[config.mk]
export PLATFORM = sky130hd
export DESIGN_NAME = uart_tx_os
export DESIGN_NICKNAME = d
export VERILOG_FILES = /design/src/rtl/uart_tx_os.sv
export SDC_FILE = /design/constraint.sdc
export NUM_CORES = 1
export LEC_CHECK = 0
export BUFFER_PORTS_ARGS = -buffer_cell sky130_fd_sc_hd__buf_2
export CAP_MARGIN = 0
export CORE_MARGIN = 2
export CORE_UTILIZATION = 25
export DETAILED_ROUTE_END_ITERATION = 10
export PLACE_DENSITY = 0.44
export SYNTH_ARGS = -nofsm -noshare
export SYNTH_HDL_FRONTEND = slang
export SYNTH_SLANG_ARGS = --single-unit
[constraint.sdc]
create_clock -name CLK -period 6.05 [get_ports CLK]
set_input_delay 1.21 -clock CLK [delete_from_list [all_inputs] [get_ports CLK]]
set_output_delay 1.21 -clock CLK [all_outputs]
set_load 0.03 [all_outputs]
[src/rtl/uart_tx_os.sv]
// uart_tx_os: UART transmitter with a one-entry holding buffer.
// Frame: start(0), DATA_WIDTH data bits LSB first, optional parity, stop(1).
// Every bit lasts `prescale` CLK cycles. A prescale of 0 is treated as 1.
// Parity mode and prescale are captured when a frame starts, so changing
// them mid-frame only affects later frames.
module uart_tx_os #(
  parameter int DATA_WIDTH = 8,
  parameter int PRESCALE_W = 6
) (
  input  logic                  CLK,
  input  logic                  RST,
  input  logic [DATA_WIDTH-1:0] P_DATA,
  input  logic                  DATA_VALID,
  output logic                  ready,
  input  logic                  PAR_EN,
  input  logic                  PAR_TYP,
  input  logic [PRESCALE_W-1:0] prescale,
  output logic                  TX_OUT,
  output logic                  busy
);

  localparam int BIT_W = (DATA_WIDTH > 1) ? $clog2(DATA_WIDTH) : 1;
  localparam logic [BIT_W-1:0] LAST_BIT = BIT_W'(DATA_WIDTH - 1);

  typedef enum logic [2:0] {
    S_IDLE,
    S_START,
    S_DATA,
    S_PARITY,
    S_STOP
  } state_t;

  state_t                r_state;
  logic [DATA_WIDTH-1:0] r_buf;
  logic                  r_buf_full;
  logic [DATA_WIDTH-1:0] r_shift;
  logic [PRESCALE_W-1:0] r_cnt;
  logic [PRESCALE_W-1:0] r_last;
  logic [BIT_W-1:0]      r_bit;
  logic                  r_par_en;
  logic                  r_par_bit;
  logic                  r_tx;
  logic                  r_busy;

  logic                  w_bit_done;
  logic                  w_load;
  logic                  w_accept;
  logic [PRESCALE_W-1:0] w_last_in;
  logic [DATA_WIDTH-1:0] w_shift_nxt;

  // Even parity is the XOR of the data; odd parity is its complement.
  function automatic logic f_parity(input logic [DATA_WIDTH-1:0] d,
                                    input logic odd);
    return odd ? ~^d : ^d;
  endfunction

  // Last cycle-counter value for the incoming prescale (0 behaves like 1).
  assign w_last_in   = (prescale == '0) ? '0 : prescale - 1'b1;
  assign w_bit_done  = (r_cnt == r_last);
  assign w_shift_nxt = r_shift >> 1;

  // The buffer is consumed when a frame starts: from IDLE, or straight
  // from the final stop cycle for back-to-back frames.
  assign w_load   = r_buf_full &&
                    ((r_state == S_IDLE) || ((r_state == S_STOP) && w_bit_done));
  assign w_accept = DATA_VALID && !r_buf_full;

  assign ready  = ~r_buf_full;
  assign TX_OUT = r_tx;
  assign busy   = r_busy;

  // Holding buffer: filled by the handshake, emptied when a frame starts.
  always_ff @(posedge CLK) begin
    if (RST) begin
      r_buf_full <= 1'b0;
    end else if (w_load) begin
      r_buf_full <= 1'b0;
    end else if (w_accept) begin
      r_buf_full <= 1'b1;
      r_buf      <= P_DATA;
    end
  end

  // Frame FSM: sequences the bits and drives the registered serial line.
  always_ff @(posedge CLK) begin
    if (RST) begin
      r_state   <= S_IDLE;
      r_tx      <= 1'b1;
      r_busy    <= 1'b0;
      r_cnt     <= '0;
      r_bit     <= '0;
      r_last    <= '0;
      r_par_en  <= 1'b0;
      r_par_bit <= 1'b0;
    end else if (w_load) begin
      r_state   <= S_START;
      r_shift   <= r_buf;
      r_par_en  <= PAR_EN;
      r_par_bit <= f_parity(r_buf, PAR_TYP);
      r_last    <= w_last_in;
      r_cnt     <= '0;
      r_bit     <= '0;
      r_tx      <= 1'b0;
      r_busy    <= 1'b1;
    end else begin
      case (r_state)
        S_IDLE: begin
          r_tx   <= 1'b1;
          r_busy <= 1'b0;
          r_cnt  <= '0;
        end
        S_START: begin
          if (w_bit_done) begin
            r_cnt   <= '0;
            r_state <= S_DATA;
            r_tx    <= r_shift[0];
          end else begin
            r_cnt <= r_cnt + 1'b1;
          end
        end
        S_DATA: begin
          if (w_bit_done) begin
            r_cnt <= '0;
            if (r_bit == LAST_BIT) begin
              if (r_par_en) begin
                r_state <= S_PARITY;
                r_tx    <= r_par_bit;
              end else begin
                r_state <= S_STOP;
                r_tx    <= 1'b1;
              end
            end else begin
              r_bit   <= r_bit + 1'b1;
              r_shift <= w_shift_nxt;
              r_tx    <= w_shift_nxt[0];
            end
          end else begin
            r_cnt <= r_cnt + 1'b1;
          end
        end
        S_PARITY: begin
          if (w_bit_done) begin
            r_cnt   <= '0;
            r_state <= S_STOP;
            r_tx    <= 1'b1;
          end else begin
            r_cnt <= r_cnt + 1'b1;
          end
        end
        S_STOP: begin
          // A full buffer at this point is handled by the w_load branch.
          if (w_bit_done) begin
            r_cnt   <= '0;
            r_state <= S_IDLE;
            r_tx    <= 1'b1;
            r_busy  <= 1'b0;
          end else begin
            r_cnt <= r_cnt + 1'b1;
          end
        end
        default: begin
          r_state <= S_IDLE;
          r_tx    <= 1'b1;
          r_busy  <= 1'b0;
          r_cnt   <= '0;
        end
      endcase
    end
  end

endmodule

Word-level counts from Yosys, hierarchy flattened
Cells that the tools add are included.

Logic and storage cells: 88. Output and inout port bits: 3. Bits of input ports: 19. Register bits: 39.

Add/subtract/negate cells: 3. Reductions and logical operators: 23. Eq/ne operators: 20. Mux-type cells: 24. Bitwise logic cells: 6.

Operators by type and width (number): 8-bit two-way mux (4); 3-bit two-way mux (6); 3-bit inequality test (second input constant) (5); 3-bit case mux with 5 select lines (1); 2-bit inequality test (second input constant) (7); 6-bit AND reduction (2); 1-bit two-way mux (10); 3-bit AND reduction (3); 4-bit OR reduction (2); 8-bit XNOR reduction (1); 8-bit XOR reduction (1); 6-bit by 1-bit adder with 6-bit output (second input constant) (1); 3-bit by 2-bit == test with 1-bit output (second input constant) (2); 3-bit == test (second input constant) (2); 6-bit == test (1); 6-bit logical NOT (1); 6-bit two-way mux (1); 1-bit inverter (6); 6-bit by 1-bit subtractor with 6-bit output (second input constant) (1); 4-bit AND reduction (1); 2-bit nonzero test (2); 2-bit OR reduction (2); 3-bit by 1-bit adder with 3-bit output (second input constant) (1); 3-bit by 1-bit == test with 1-bit output (second input constant) (1); other kinds (10) (12).

Longest topological paths before layout
Depth in word-level cells: 6. Mapped depth: 7.

Least setup slack after synthesis
OpenSTA, ideal clock, no wires.

Kind: input port to flip-flop. Start: in RST. End: reg r_shift[0], enable pin. Stages on the path: 3. Arrival: 2044 ps. Slack: 3631 ps. Path buffers: 2. Data required time: 5675 ps. Path through: clkbuf_1 clkbuf_1 a21oi_1.

Longest elaborated chain between the ends: 2.

Ends and longest elaborated chain: start: declaration (line 11) `input logic RST,`; 1-bit inverter (no source line); 4-bit AND reduction (no source line); end signal: assignment (line 97) `r_shift <= r_buf;`; end signal: assignment (line 134) `r_shift <= w_shift_nxt;`; end: declaration (line 36) `logic [DATA_WIDTH-1:0] r_shift;`.

No other way between the ends. A chain may end at the register's enable or synchronous reset.

Final worst setup path
Start: reg r_cnt[3]. End: reg r_shift[0], enable pin.

Longest elaborated chain between the ends: 6. Elaborated cells between the ends (all ways): 8. Classes of those cells: 2 x eq/ne; 6 x reduce/logical.

Ends and longest elaborated chain: start: declaration (line 37) `logic [PRESCALE_W-1:0] r_cnt;`; start signal: assignment (line 118) `r_cnt <= r_cnt + 1'b1;`; start signal: assignment (line 138) `r_cnt <= r_cnt + 1'b1;`; start signal: assignment (line 147) `r_cnt <= r_cnt + 1'b1;`; 6-bit == test (*) (line 59) `assign w_bit_done = (r_cnt == r_last);`; 1-bit logical AND (line 65) `((r_state == S_IDLE) || ((r_state == S_STOP) && w_bit_done));`; 1-bit logical OR (line 65); 1-bit logical AND (line 64) `assign w_load = r_buf_full &&`; 2-bit inequality test (no source line) or 2-bit nonzero test (tied branches); 4-bit AND reduction (no source line) (*).

Mark *: on every way between the ends. The rest lies on a longest branch, timed or not.

==> impl_metrics.csv <==
group,metric,value,unit
status,outcome,"complete, no violations",
critical_path,crit_cells,5,
clock_network,clk_pin_slew_worst_paths,80,ps
power_and_ir_drop,p_leak,0.764,nW
power_and_ir_drop,powerDensity,268,nW/um^2
critical_path,crit_family,"compound AO/OA/AOI/OAI gates",
die,start_util,25.6,%
layout,fin_nets,225,
timing,fmax,389,MHz
hold_path,holdPathStages,2,
logic_synthesis,synth_top_area_share,26.0,%
timing,relSlewSlack,46.3,%
global_routing,overflow,0,
timing,worst_slew_pin_slew,805,ps
placed_design,hpwl,2710,microns
power_and_ir_drop,p_seq_share,52.8,%
critical_path,critPathMaxFanout,8,
critical_path,rr_endpoint,"r_shift[0]",
timing,rsz0062_at_grt,"no",
hold_path,worstHoldEndpoint,"r_par_bit",
timing,setup_ws,3480,ps
layout,syn_to_final_growth,15.4,%
placed_design,place_congestion,0.753,
layout,drive_above_1_share,18.8,%
flow_run,cap_viol_max_count,0,
logic_synthesis,synth_edf_count,16,
routing,vias,1325,
routing,viasPerCell,4.40,
critical_path,r2r_slack,3480,ps
die,die_x,90.0,microns
critical_path,slowest_stage,"a21oi_1",
logic_synthesis,ys.flop_type,"dfxtp_1",
global_routing,grt_max_degree,19,
global_routing,antenna_found_initial,0,
critical_path,cp-end-kind,"register",
logic_synthesis,synth_fp_nets,202,
clock_network,clock-sinks,39,
logic_synthesis,synth-seq-area-share,50.9,%
layout,fillers,789,
logic_synthesis,syn_area,1850,sq um
layout,stdcell_area,2130,sq um
critical_path,cpPeakStageDelay,680,ps
logic_synthesis,synth.avg_cell_area,10.4,sq um
clock_network,h-tree-depth,2,
critical_path,worstSetupPathType,"register to register",
logic_synthesis,ys_seq_elements,39,
power_and_ir_drop,irDropWorstVdd,97.4,uV
critical_path,cp.required,5970,ps
timing,fin_crit,2570,ps
timing,min_period_over_period,42.5,%
power_and_ir_drop,pwr-share-comb,17.5,%
timing,maxSlewViolCount,0,
logic_synthesis,post-synth-top-count-cell,"dfxtp_1",
clock_network,cts-buffers-inserted,5,
logic_synthesis,netlist_instances,178,
logic_synthesis,yosysTopAreaCell,"edfxtp_1",
clock_network,root_buffer,"clkbuf_8",
hold_path,min-delay-start,"r_par_bit",
layout,final_core_util,29.6,%
timing,finalHoldViolCount,0,
critical_path,reg2reg_depth,5,
clock_network,cts_hold_buf,0,
layout,diodes,0,
placed_design,placed_area,2050,sq um
routing,drt_iter0_drc,90,
clock_network,clockBufferDepth,2,
clock_network,post_cts_resized,0,
power_and_ir_drop,p_sw,0.159,mW
critical_path,critPathBufInv,0,
die,fp.dieH,90.0,microns
power_and_ir_drop,swShare,27.8,%
clock_network,tritoncts,"yes",
routing,routed_wl,3690,microns
critical_path,critPathArrivalTime,2490,ps
global_routing,grt_pass1_vias,1305,
timing,setup_violations,0,
timing,timing.setup.tns,0,ps
die,die-area,8100,sq um
routing,routedWlPerCell,12.2,microns
global_routing,grt_pass1_wl,6330,microns
clock_network,worstSkewPairLatency,280,ps
logic_synthesis,ys_async_sr_fraction,0,%
logic_synthesis,ys_warn_count,0,
critical_path,worstPathCellList,"xnor2_1 > nand4_1 > o21ai_0 > nand2_1 > a21oi_1",
placed_design,place_ws,3480,ps
placed_design,port_buffers,21,
power_and_ir_drop,p_int,0.412,mW
logic_synthesis,synth.distinct_cells,36,
routing,drc,0,
logic_synthesis,synth_commonest_cells,"dfxtp_1, xnor2_1, edfxtp_1",
logic_synthesis,ys_top_cells_by_area,"edfxtp_1, dfxtp_1, xnor2_1, mux2_2, ha_1",
global_routing,grt_usage,9.49,%
hold_path,hp-class,"register to register",
critical_path,crit-reg2reg-launch,"r_cnt[3]",
routing,postRouteAntennaNets,0,
timing,skew,5.80,ps
critical_path,critPathLaunchType,"register",
clock_network,postCtsSetupRepairBufs,0,
power_and_ir_drop,clockPowerShare,29.7,%
die,core,7210,sq um
die,num_rows,31,
routing,drt_pass1_iterations,4,
die,num_io_pins,22,
[how the worst max path moves through the flow]
stage               startpoint         end  slack (ps)
CTS                   r_cnt[3]  r_shift[4]        3430
global route          r_cnt[3]  r_shift[2]        3260
global placement           RST  r_shift[3]        3510
detailed placement    r_cnt[3]  r_shift[3]        3480
finish                r_cnt[3]  r_shift[0]        3480
floorplan                  RST  r_shift[0]        3630
[power by group through the flow]
stage	combinational, mW	clock, mW	sequential, mW
after floorplan	0.0723	0	0.308
after global placement	0.101	0	0.308
after detailed placement	0.101	0	0.308
after CTS	0.101	0.179	0.302
after global routing	0.112	0.189	0.304
final	0.0998	0.170	0.302
[cells in the final DEF (no fill, tap or decap), types with 2 or more instances in the layout]
master     n
dfxtp_1   23
buf_2     21
xnor2_1   17
edfxtp_1  16
nor2_1    13
nand2_1   11
a21oi_1   11
nor3_1    10
o21ai_0    9
inv_1      7
mux2_2     7
nand3_1    5
or4_1      5
ha_1       5
clkbuf_8   5
xor2_1     4
and3_1     3
a31oi_1    3
mux2i_1    3
nand2b_1   2
nand3b_1   2
or3_1      2
a211oi_1   2
o22ai_1    2
clkinv_1   2
[registers in the layout, summed over array words and instances (netlist names)]
| register | flops |
|---|---|
| r_buf | 8 |
| r_last | 6 |
| TX_OUT | 1 |
| r_par_en | 1 |
| r_cnt | 6 |
| r_bit | 3 |
| r_state | 3 |
| busy | 1 |
| r_par_bit | 1 |
| r_shift | 8 |
| r_buf_full | 1 |
[through the flow]
stage	hold WS, ps	total power [mW]	std cells
after floorplan	437	0.381	178
after global placement	460	0.409	293
after detailed placement	463	0.408	293
after CTS	478	0.582	301
after global routing	514	0.605	301
final	470	0.571	301
[worst register-to-register path: stages (launching register included)]
cell,delay [ps]
dfxtp_1,410
xnor2_1,160
nand4_1,130
o21ai_0,610
nand2_1,210
a21oi_1,680
[per-layer routing]
| layer | vias up | track usage (%) | wire (microns) |
|---|---|---|---|
| met3 | 5 | 2.35 | 182 |
| met5 | - | 0 | 0 |
| met1 | 604 | 13.7 | 1910 |
| met4 | 0 | 3.08 | 34 |
| met2 | 37 | 13.8 | 1560 |
| li1 | 679 | - | - |
[kinds of logic after synthesis]
kind of cell,share of synthesized area [%]
simple gates,16.2
mux,5.89
flops,50.9
compound gates,10.4
buf+inv,3.32
xor+xnor,9.95
fa+ha+maj,3.38
[layout make-up]
cell class	instances	area (sq um)	share of cell area (%)
Sequential cell	39	941	44.1
Multi-Input combinational cell	126	847	39.7
Tap cell	99	124	5.80
Timing Repair Buffer	22	113	5.28
Clock buffer	5	68.8	3.22
Inverter	7	26.3	1.23
Clock inverter	3	15.0	0.703
Note: power is estimated with default switching activity, not from simulation.
